[src/rtl/lcd_reader_if.sv]
// Requester and LCD-pin bundle for lcd_reader.
// slave = the reader block, master = requester plus LCD pads.
interface lcd_reader_if;
    logic       req;
    logic       rs_sel;
    logic       ready;
    logic       rd_valid;
    logic [7:0] rd_data;
    logic [3:0] db_in;
    logic       sf_e;
    logic       e;
    logic       rs;
    logic       rw;
    logic       db_oe;

    modport slave (
        input  req, rs_sel, db_in,
        output ready, rd_valid, rd_data, sf_e, e, rs, rw, db_oe
    );

    modport master (
        output req, rs_sel, db_in,
        input  ready, rd_valid, rd_data, sf_e, e, rs, rw, db_oe
    );
endinterface

[src/rtl/lcd_reader.sv]
// lcd_reader: HD44780 4-bit read sequencer; two E strobes return one byte {hi, lo}.
// Optional LCD_RD_POLL_EN: RS=0 reads repeat until the busy flag (hi[3]) reads 0.
module lcd_reader #(
    parameter int T_AS = 3,
    parameter int T_EH = 18,
    parameter int T_EL = 50
) (
    input logic         clk,
    input logic         rst_n,
    lcd_reader_if.slave bus
);
    localparam int TMAX = (T_AS > T_EH) ? ((T_AS > T_EL) ? T_AS : T_EL)
                                        : ((T_EH > T_EL) ? T_EH : T_EL);
    localparam int CW = $clog2(TMAX) + 1;
    localparam logic [CW-1:0] LD_AS = CW'(T_AS - 1);
    localparam logic [CW-1:0] LD_EH = CW'(T_EH - 1);
    localparam logic [CW-1:0] LD_EL = CW'(T_EL - 1);
    localparam logic [CW-1:0] ONE   = CW'(1);

    typedef enum logic [3:0] {
        IDLE    = 4'd0,
        SETUP_H = 4'd1,
        EHIGH_H = 4'd2,
        ELOW_H  = 4'd3,
        SETUP_L = 4'd4,
        EHIGH_L = 4'd5,
        ELOW_L  = 4'd6,
        DONE    = 4'd7
    } state_t;

    state_t        state_q;
    logic [CW-1:0] cnt_q;
    logic [3:0]    db_meta_q;
    logic [3:0]    db_sync_q;
    logic [3:0]    hi_q;
    logic [3:0]    lo_q;
    logic [7:0]    rd_data_q;
    logic          ready_q;
    logic          rd_valid_q;
    logic          e_q;
    logic          rs_q;
    logic          cnt_done_s;
    logic          poll_again_s;

    assign cnt_done_s = (cnt_q == '0);

`ifdef LCD_RD_POLL_EN
    // rs_q still holds the captured select here, so it doubles as the RS=0 test.
    assign poll_again_s = (rs_q == 1'b0) && (hi_q[3] == 1'b1);
`else
    assign poll_again_s = 1'b0;
`endif

    // Two-flop synchronizer on the LCD data pads.
    always_ff @(posedge clk or negedge rst_n) begin
        if (!rst_n) begin
            db_meta_q <= 4'h0;
            db_sync_q <= 4'h0;
        end else begin
            db_meta_q <= bus.db_in;
            db_sync_q <= db_meta_q;
        end
    end

    // Read-cycle sequencer; every pin-facing output is a register.
    always_ff @(posedge clk or negedge rst_n) begin
        if (!rst_n) begin
            state_q    <= IDLE;
            cnt_q      <= '0;
            hi_q       <= 4'h0;
            lo_q       <= 4'h0;
            rd_data_q  <= 8'h00;
            ready_q    <= 1'b1;
            rd_valid_q <= 1'b0;
            e_q        <= 1'b0;
            rs_q       <= 1'b0;
        end else begin
            rd_valid_q <= 1'b0;
            case (state_q)
                IDLE: begin
                    if (bus.req) begin
                        rs_q    <= bus.rs_sel;
                        ready_q <= 1'b0;
                        cnt_q   <= LD_AS;
                        state_q <= SETUP_H;
                    end
                end
                SETUP_H: begin
                    if (cnt_done_s) begin
                        e_q     <= 1'b1;
                        cnt_q   <= LD_EH;
                        state_q <= EHIGH_H;
                    end else begin
                        cnt_q <= cnt_q - ONE;
                    end
                end
                EHIGH_H: begin
                    if (cnt_done_s) begin
                        hi_q    <= db_sync_q;
                        e_q     <= 1'b0;
                        cnt_q   <= LD_EL;
                        state_q <= ELOW_H;
                    end else begin
                        cnt_q <= cnt_q - ONE;
                    end
                end
                ELOW_H: begin
                    if (cnt_done_s) begin
                        cnt_q   <= LD_AS;
                        state_q <= SETUP_L;
                    end else begin
                        cnt_q <= cnt_q - ONE;
                    end
                end
                SETUP_L: begin
                    if (cnt_done_s) begin
                        e_q     <= 1'b1;
                        cnt_q   <= LD_EH;
                        state_q <= EHIGH_L;
                    end else begin
                        cnt_q <= cnt_q - ONE;
                    end
                end
                EHIGH_L: begin
                    if (cnt_done_s) begin
                        lo_q    <= db_sync_q;
                        e_q     <= 1'b0;
                        cnt_q   <= LD_EL;
                        state_q <= ELOW_L;
                    end else begin
                        cnt_q <= cnt_q - ONE;
                    end
                end
                ELOW_L: begin
                    if (cnt_done_s) begin
                        if (poll_again_s) begin
                            cnt_q   <= LD_AS;
                            state_q <= SETUP_H;
                        end else begin
                            rd_valid_q <= 1'b1;
                            rd_data_q  <= {hi_q, lo_q};
                            rs_q       <= 1'b0;
                            cnt_q      <= '0;
                            state_q    <= DONE;
                        end
                    end else begin
                        cnt_q <= cnt_q - ONE;
                    end
                end
                DONE: begin
                    ready_q <= 1'b1;
                    state_q <= IDLE;
                end
                default: begin
                    ready_q <= 1'b1;
                    e_q     <= 1'b0;
                    rs_q    <= 1'b0;
                    cnt_q   <= '0;
                    state_q <= IDLE;
                end
            endcase
        end
    end

    assign bus.ready    = ready_q;
    assign bus.rd_valid = rd_valid_q;
    assign bus.rd_data  = rd_data_q;
    assign bus.e        = e_q;
    assign bus.rs       = rs_q;
    assign bus.sf_e     = 1'b1;
    assign bus.rw       = 1'b1;
    assign bus.db_oe    = 1'b0;
endmodule

[src/flat_wrapper.sv]
// flat-port wrapper written by rule: the top's interface ports become plain ports
module lcd_reader_flat 
#(
    parameter int T_AS = 3,
    parameter int T_EH = 18,
    parameter int T_EL = 50
)
  (clk, rst_n, bus_req, bus_rs_sel, bus_db_in, bus_ready, bus_rd_valid, bus_rd_data, bus_sf_e, bus_e, bus_rs, bus_rw, bus_db_oe);
  lcd_reader_if bus_i ();
  input logic clk;
  input logic rst_n;
  input wire logic [$bits(bus_i.req)-1:0] bus_req;
  input wire logic [$bits(bus_i.rs_sel)-1:0] bus_rs_sel;
  input wire logic [$bits(bus_i.db_in)-1:0] bus_db_in;
  output wire logic [$bits(bus_i.ready)-1:0] bus_ready;
  output wire logic [$bits(bus_i.rd_valid)-1:0] bus_rd_valid;
  output wire logic [$bits(bus_i.rd_data)-1:0] bus_rd_data;
  output wire logic [$bits(bus_i.sf_e)-1:0] bus_sf_e;
  output wire logic [$bits(bus_i.e)-1:0] bus_e;
  output wire logic [$bits(bus_i.rs)-1:0] bus_rs;
  output wire logic [$bits(bus_i.rw)-1:0] bus_rw;
  output wire logic [$bits(bus_i.db_oe)-1:0] bus_db_oe;
  assign bus_i.req = bus_req;
  assign bus_i.rs_sel = bus_rs_sel;
  assign bus_i.db_in = bus_db_in;
  assign bus_ready = bus_i.ready;
  assign bus_rd_valid = bus_i.rd_valid;
  assign bus_rd_data = bus_i.rd_data;
  assign bus_sf_e = bus_i.sf_e;
  assign bus_e = bus_i.e;
  assign bus_rs = bus_i.rs;
  assign bus_rw = bus_i.rw;
  assign bus_db_oe = bus_i.db_oe;
  lcd_reader #(.T_AS(T_AS), .T_EH(T_EH), .T_EL(T_EL)) u_core (.clk(clk), .rst_n(rst_n), .bus(bus_i));
endmodule
[config.mk]
export PLATFORM = sky130hd
export DESIGN_NAME = lcd_reader_flat
export DESIGN_NICKNAME = d
export VERILOG_FILES = /design/src/rtl/lcd_reader_if.sv /design/src/rtl/lcd_reader.sv /design/src/flat_wrapper.sv
export SDC_FILE = /design/constraint.sdc
export NUM_CORES = 1
export LEC_CHECK = 0
export BUFFER_PORTS_ARGS = -buffer_cell sky130_fd_sc_hd__buf_2
export CAP_MARGIN = 25
export CORE_AREA = 4 4 66 68
export CTS_BUF_LIST = sky130_fd_sc_hd__clkbuf_4 sky130_fd_sc_hd__clkbuf_8
export DETAILED_ROUTE_END_ITERATION = 8
export DIE_AREA = 0 0 70 72
export PLACE_DENSITY_LB_ADDON = 0.15
export SYNTH_ARGS = -nofsm -noshare
export SYNTH_HDL_FRONTEND = slang
export SYNTH_SLANG_ARGS = --single-unit
[constraint.sdc]
create_clock -name clk -period 4.3 [get_ports clk]
set_clock_uncertainty 0.15 [all_clocks]
set_input_delay 0.215 -clock clk [delete_from_list [all_inputs] [get_ports clk]]
set_output_delay 0.215 -clock clk [all_outputs]
set_load 0.03 [all_outputs]
# Word-level counts from Yosys, hierarchy flattened
# Index checks and enable logic that the tools add are counted.
# op_classes
eq_ne	16
n_mux	23
n_reduce_logical	15
bitwise_logic	4
n_addsub	1
# ops
cell	count
case mux 7 bit (6 select lines)	1
two-way mux 7 bit	5
two-way mux 4 bit	7
case mux 4 bit (7 select lines)	1
equality test 4 x 3 -> 1 bit, second input constant	4
!= test 2 x 1 -> 1 bit, second input constant	8
OR reduction 6 bit	2
AND reduction 2 bit	5
equality test 4 x 2 -> 1 bit, second input constant	2
logical NOT 7 bit	1
AND reduction 7 bit	1
subtractor 7 x 1 -> 7 bit, second input constant	1
two-way mux 1 bit	6
case mux 1 bit (3 select lines)	2
AND reduction 3 bit	2
equality test 4 x 1 -> 1 bit, second input constant	1
logical NOT 4 bit	1
NOT 1 bit	4
OR reduction 2 bit	2
OR reduction 4 bit	1
!= test 2 bit, second input constant	1
case mux 1 bit (2 select lines)	1
# word_totals
inputBits	8
wordCells	70
ff_bits	39
output_inout_bits	15

# Logic depth before layout (Yosys ltp)
# Gate-level depths: netlist (run 1).
# logic_depth
word_depth	4
ltp_mapped	7
mapped_depth_nobuf	6

# Worst setup path after synthesis (run 1)
# No wires, ideal clock.
# synth_timing
kind	register to register
startpoint	register u_core.cnt_q[0]
endpoint	register u_core.hi_q[1]
path_stages_with_launch	8
setup_slack_ps	2217
required_ps	4025
t_arrival_ps	1808
synth_period_minus_slack_ps	2083
setup_ps	125
path_buffers	1
cell_sequence	dfrtp_1 clkbuf_1 inv_1 ha_1 nor3b_2 nand2_1 nor3_4 mux2_2
# synth_via
elab_chain_len	2
# synth_lines
element	line_no	source
start: declaration	lcd_reader.sv:32	logic [CW-1:0] cnt_q;
start signal: assignment	lcd_reader.sv:94	cnt_q <= cnt_q - ONE;
start signal: assignment	lcd_reader.sv:104	cnt_q <= cnt_q - ONE;
start signal: assignment	lcd_reader.sv:112	cnt_q <= cnt_q - ONE;
logical NOT 7 bit	lcd_reader.sv:45	assign cnt_done_s = (cnt_q == '0);
AND reduction 2 bit (no line)	--	
end signal: assignment	lcd_reader.sv:99	hi_q <= db_sync_q;
end: declaration	lcd_reader.sv:35	logic [3:0] hi_q;
# No other way between the ends.
# A chain may end at the register's enable or synchronous reset.

# Worst setup path in the final report (run 1)
# layout_timing
startpoint	register u_core.cnt_q[0]
endpoint	register u_core.hi_q[3]
# The elaborated chain is that of the path after synthesis.

==> metrics.txt, run 1 <==
Final GP Congestion 0.8370; Yosys top cell by area dfrtp_1; vias in the first global route 1235; setup TNS 0 ns; antenna violations before repair 0; final core utilization 54.41%; DR vias/cell 5.398; worst stage delay on the critical path 0.47 ns; routed via count 1220; worst-skew pair later-pin latency 0.29 ns; asr flop ratio synth 100.0%; Reg-to-Reg End u_core.hi_q[3]; CP Cell Sequence inv_1 -> ha_1 -> nor3b_2 -> nand2_1 -> nor3_4 -> mux2_2; Synth Area in Compound Gates 14.43%; CP Class flop to flop; layout cells sized above 1 30.68%; sw frac 19.38%; synthesis-to-layout area growth 15.81%; Die Ht 72 µm; Adder-Cell Fraction of Synth Area 1.381%; CTS Buf Count 5; sequential power share 48.7%; synth unique cells 45; fin crit period 2.357 ns; Rows 23; total global-route track usage 14.80%; maximum clock frequency 424.2 MHz; Post-synth EDFFs 0; Slew HR 45.49%; static leakage 0.001009 µW; Simple-Gate Fraction of Synth Area 13.40%; setup slack after layout 1.943 ns; Avg Inst Size Synth 11.84 µm²; largest family of logic cells by synthesized area compound AO/OA/AOI/OAI gates; Die ar. 5040 µm²; Pwr Total 743.6 µW; Root Buffer clkbuf_8; pwr/cell area 354.4 nW/µm²; IO Port Bufs 19; Reg2Reg Setup Slack 1.94 ns; net switching power figure 144.1 µW; Yosys warning count 0; clock power share 48.8%; die width 70 µm; final worst path period share 54.82%; mux contribution to synthesized area 12.71%; slowest CP cell dfrtp_1; total grt overflow 0; count leader, synth dfrtp_1; DRT iter0 DRCs 86; initial core utilization 46.98%; Max Cap Violations 0; #FFs+latches synth 38; Critical Path Sink u_core.hi_q[3]; # H-tree levels 2; RSZ-0062 raised after global routing false; RR Startpoint u_core.cnt_q[0]; CP startpoint kind flop; maximum vdd drop 0.2219 mV; largest net degree at the start of global routing 39; critical path's top delay family simple AND/OR/NAND/NOR gates; combinational share of power 2.5%; final count of hold timing violations 0; Top FF cell, synth dfrtp_1; layout net count 185; drt first pass iters 4; DRT antenna net count 0; core box area 3856 µm²; worst path bufs/invs 1; Crit path depth 6; DP Worst Slack 1.970 ns; # DRC 0; sequential fraction of the synthesis area 52.56%; clock sink total 38; Max Slew Vio Count 0; cell count after synthesis 153; io pins 23; Netlist Area Pre-Place 1812 µm²; most common library cells after synthesis dfrtp_1 (37), a21oi_1 (9), inv_1 (8), mux2_4 (8), o21ai_0 (8); final setup vio count 0; Reg clk slew, reported paths 0.08 ns; Antenna diodes 0; HPWL after detailed placement 2305 µm; maximum buffer depth of the clock tree 2; Crit. End Element flop; global-route wire length before repair 5934 µm; Synth Area in XOR/XNOR 0%; main area contributors after synthesis dfrtp_1 (51%), mux2_4 (6.6%), mux2_2 (4.4%), a21oi_1 (2.5%), o21ai_0 (2.2%); Worst Path Required 4.32 ns; Cell Int Power 599.4 µW; Crit Path Max Fanout 8; Slew @ Worst Pin 0.8177 ns; share of the synthesized area in the top cell type 51.10%; Avg WL per Cell 14.87 µm; status finished, final reports clean; CTS tree done; Arr. time, crit path 2.38 ns; Worst setup startpoint u_core.cnt_q[0]; Hold Path Class flop to flop; worst r2r path cells 6; drt total wl 3361 µm
-- stage by stage --
step / hold WS [ns] / cell area, µm² / std cells
after floorplan: -0.2306 / 1815 / 154
after global placement: 0.1741 / 1911 / 213
after detailed placement: 0.1743 / 1911 / 213
after CTS: 0.1966 / 2098 / 226
after global routing: 0.2172 / 2098 / 226
final: 0.2015 / 2098 / 226
-- worst min-delay path by stage --
stage / start / endpoint / slack [ns] / cells past startpoint
after floorplan: rst_n / u_core.bus.e / -0.23 / 0
after global placement: bus_db_in[2] / u_core.db_meta_q[2] / 0.17 / 1
after detailed placement: bus_db_in[2] / u_core.db_meta_q[2] / 0.17 / 1
after CTS: bus_req / u_core.bus.ready / 0.20 / 4
after global routing: u_core.db_meta_q[2] / u_core.db_sync_q[2] / 0.22 / 0
final: u_core.db_meta_q[3] / u_core.db_sync_q[3] / 0.20 / 0
-- layout make-up --
cell class | count | area [µm²]
clock inverter | 3 | 68.82
tap | 50 | 62.56
inverter | 8 | 30.03
timing repair buffer | 24 | 145.1
sequential | 38 | 952.2
clock buffer | 5 | 68.82
multi-input combinational | 98 | 770.7
fill | 360 | 1758
-- placed cells by master (no fill, tap or decap), types with 3 or more instances in the layout --
cell type	count
conb_1	3
dfrtp_1	37
o21ai_0	8
buf_2	19
clkbuf_8	5
nor3_1	6
a21oi_1	9
inv_1	8
mux2_2	7
mux2_4	8
nand3_1	6
dlygate4sd3_1	5
a22oi_1	3
nand2_1	7
nor2_1	7
-- metal layers --
layer | vias to the layer above | share of wire [%] | routed length, µm | track usage, %
met5 | - | 0 | 0 | 0
met4 | 0 | 0.92 | 31 | 4.468
met3 | 5 | 5.7 | 191 | 4.155
met2 | 39 | 47 | 1580 | 22.04
met1 | 583 | 46 | 1558 | 21.21
li1 | 593 | - | - | -
-- state kept, by name, indices dropped and copies added (netlist names) --
signal               cells
u_core.cnt_q             7
u_core.hi_q              4
u_core.state_q           3
u_core.bus.rs            1
u_core.db_sync_q         4
u_core.bus.e             1
u_core.bus.rd_data       8
u_core.bus.ready         1
u_core.db_meta_q         4
u_core.bus.rd_valid      1
u_core.lo_q              4
-- power groups by stage --
stage,sequential [µW],combinational [µW],clock (µW)
floorplan,369,6.96,0
global placement,369,15.6,0
detailed placement,369,15.9,0
CTS,362,19.3,371
global route,363,21.1,386
finish,362,18.6,363
-- what timing repair did --
action,CTS,global route
gates resized for setup,0,0
buffers inserted,0,0
endpoints found under the hold margin,41,0
hold buffers,5,0
-- logic make-up (layout without fill, tap and decap cells) --
group / Yosys count / after routing
mux: 18 / 18
other cells: 2 / 3
flops: 38 / 38
simple gates: 37 / 37
fa+ha+maj: 2 / 2
buf+inv: 18 / 40
compound gates: 38 / 38
Power figures use the tool's default switching activity.
==> inputs of run 2 (changes only) <==
- clock period: 4.3 -> 2.5 ns (I/O delays scaled with it)
==> run 2 against run 1 <==
Sequential power up 72%; wire length up 0.21%; fmax grew 6.9%; via count up 1.3%; count of clock-buffer cells in the layout is the same; power is 58% higher; first-iteration DRC count down 51%; clock power is 44% higher; setup slack got worse by 1.6 ns; register-to-register slack lost 1.6 ns; combinational power is 75% higher; worst hold slack worse by 0.086 ns; critical path type unchanged; largest cell class unchanged.
==> metrics.txt, run 2 (synthesized netlist as in run 1, its figures left out) <==
CTS tree done (unchanged); IO Port Bufs 19 (unchanged); Reg clk slew, reported paths 0.08 ns (about the same); commonest non-fill, non-tap cells in the layout dfrtp_1 (37), buf_2 (19), a21oi_1 (9) (unchanged); maximum clock frequency 453.3 MHz (was 424.2 MHz); slowest CP cell dfrtp_1 (unchanged); Final GP Congestion 0.8076 (was 0.8370); static leakage 0.001010 µW (was 0.001009 µW); DR WL met2 1562 µm (was 1580 µm); status finished, final reports clean (unchanged); synthesis-to-layout area growth 16.16% (was 15.81%); Antenna diodes 0 (unchanged); routed via count 1236 (was 1220); most common cell after layout, fill and taps aside dfrtp_1 (unchanged); vias in the first global route 1208 (was 1235); Max Slew Vio Count 0 (unchanged); DR vias/cell 5.374 (was 5.398); area of the multi-input gates 770.7 µm² (unchanged); DR top layer met4 (unchanged); Largest register FFs 8 (unchanged); Max Cap Violations 0 (unchanged); worst stage delay on the critical path 0.46 ns (was 0.47 ns); CP startpoint kind flop (unchanged); initial core utilization 46.98% (unchanged); CP Class flop to flop (unchanged); Hold Path Class input port to flop (was flop to flop); global-route wire length before repair 5775 µm (was 5934 µm); worst-skew pair later-pin latency 0.29 ns (about the same); Final Cell Area 2105 µm² (was 2098 µm²); setup slack after layout 0.2940 ns (was 1.943 ns); Root Buffer clkbuf_8 (unchanged); drt first pass iters 4 (unchanged); largest net degree at the start of global routing 39 (unchanged); # H-tree levels 2 (unchanged); non-filler instance count after layout 230 (was 226); RSZ-0062 raised after global routing false (unchanged); Crit. End Element flop (unchanged); Rows 23 (unchanged); critical path's top delay family simple AND/OR/NAND/NOR gates (unchanged); worst path bufs/invs 1 (unchanged); final count of hold timing violations 0 (unchanged); die width 70 µm (unchanged); DRT iter0 DRCs 42 (was 86); Die Ht 72 µm (unchanged); DRT antenna net count 0 (unchanged); CP Cell Sequence inv_1 -> ha_1 -> or3b_4 -> nor2_8 -> nand3_4 -> mux2_4 (was inv_1 -> ha_1 -> nor3b_2 -> nand2_1 -> nor3_4 -> mux2_2); drt total wl 3368 µm (was 3361 µm); total global-route track usage 14.75% (was 14.80%); final setup vio count 0 (unchanged); Slew @ Worst Pin 0.8485 ns (was 0.8177 ns); Crit Path Max Fanout 9 (was 8); # DRC 0 (unchanged); DP Worst Slack 0.3182 ns (was 1.970 ns); pwr/cell area 559.0 nW/µm² (was 354.4 nW/µm²); HPWL after detailed placement 2349 µm (was 2305 µm); met3 wire len 137 µm (was 191 µm); Fill cells 351 (was 360); layout net count 189 (was 185); postcts setup bufs 0 (unchanged); layout cells sized above 1 32.22% (was 30.68%); total grt overflow 0 (unchanged); clock sink total 38 (unchanged); maximum buffer depth of the clock tree 2 (unchanged); Die ar. 5040 µm² (unchanged); Slew HR 43.43% (was 45.49%); CTS Buf Count 5 (unchanged); Arr. time, crit path 2.23 ns (was 2.38 ns); Inst Count DP 217 (was 213); fin crit period 2.206 ns (was 2.357 ns); final worst path period share 88.24% (was 54.82%); core box area 3856 µm² (unchanged); Placed Instance Area 1941 µm² (was 1911 µm²); setup TNS 0 ns (unchanged); maximum vdd drop 0.3340 mV (was 0.2219 mV); Worst Path Required 2.53 ns (was 4.32 ns); register area 952.2 µm² (unchanged); met1 wire length 1625 µm (was 1558 µm); io pins 23 (unchanged); antenna violations before repair 0 (unchanged); Avg WL per Cell 14.64 µm (was 14.87 µm)
## run 2: tightest hold or removal path, delay by kind of cell
| family | cells | cell delay, ns |
|---|---|---|
| AOI/OAI and AO/OA | 2 | 0.27 |
| buffers and inverters | 1 | 0.08 |
| muxes | 1 | 0.06 |
## run 2: worst paths after layout
| kind | slack (ns) | end | cells after the start | startpoint |
|---|---|---|---|---|
| max reg2reg | 0.29 | u_core.bus.rd_data[3] | 6 | u_core.cnt_q[0] |
| max | 0.29 | u_core.bus.rd_data[3] | 6 | u_core.cnt_q[0] |
| min in group asynchronous | 0.32 | u_core.cnt_q[4] | 2 | rst_n |
| min | 0.12 | u_core.bus.rs | 4 | bus_rs_sel |
| min reg2reg | 0.20 | u_core.db_sync_q[2] | 0 | u_core.db_meta_q[2] |
| max in group asynchronous | 1.34 | u_core.db_sync_q[3] | 2 | rst_n |
## run 2: area by class of cell
cell class                      instances  share of cell area (%)
Inverter                                8                   1.427
Tap cell                               50                   2.973
Timing Repair Buffer                   28                   8.323
Multi-Input combinational cell         98                   36.62
Clock inverter                          3                   2.140
Clock buffer                            5                   3.270
Sequential cell                        38                   45.24
## run 2: where the power goes
group	switching, µW	internal (µW)
registers	2.06	621
clock network	224	297
logic	22.1	10.5
## run 2: routing by layer
layer	GRT usage, %	vias to the layer above
met3	4.571	5
met5	0	-
met2	23.50	24
li1	-	594
met4	4.681	0
met1	19.41	613
## run 2: what timing repair did
item	in CTS	in global routing
hold buffers	5	0
endpoints found under the hold margin	41	0
resized for setup	0	0
## run 2: metrics by stage
step                      utilization [%]  total power (µW)  hold slack, ns
after floorplan                         -             646.5         -0.3206
after global placement              50.32             661.6         0.08447
after detailed placement            50.32             662.2         0.08443
after CTS                           54.57              1192          0.1067
after global routing                54.57              1226          0.1649
final                               54.57              1176          0.1154
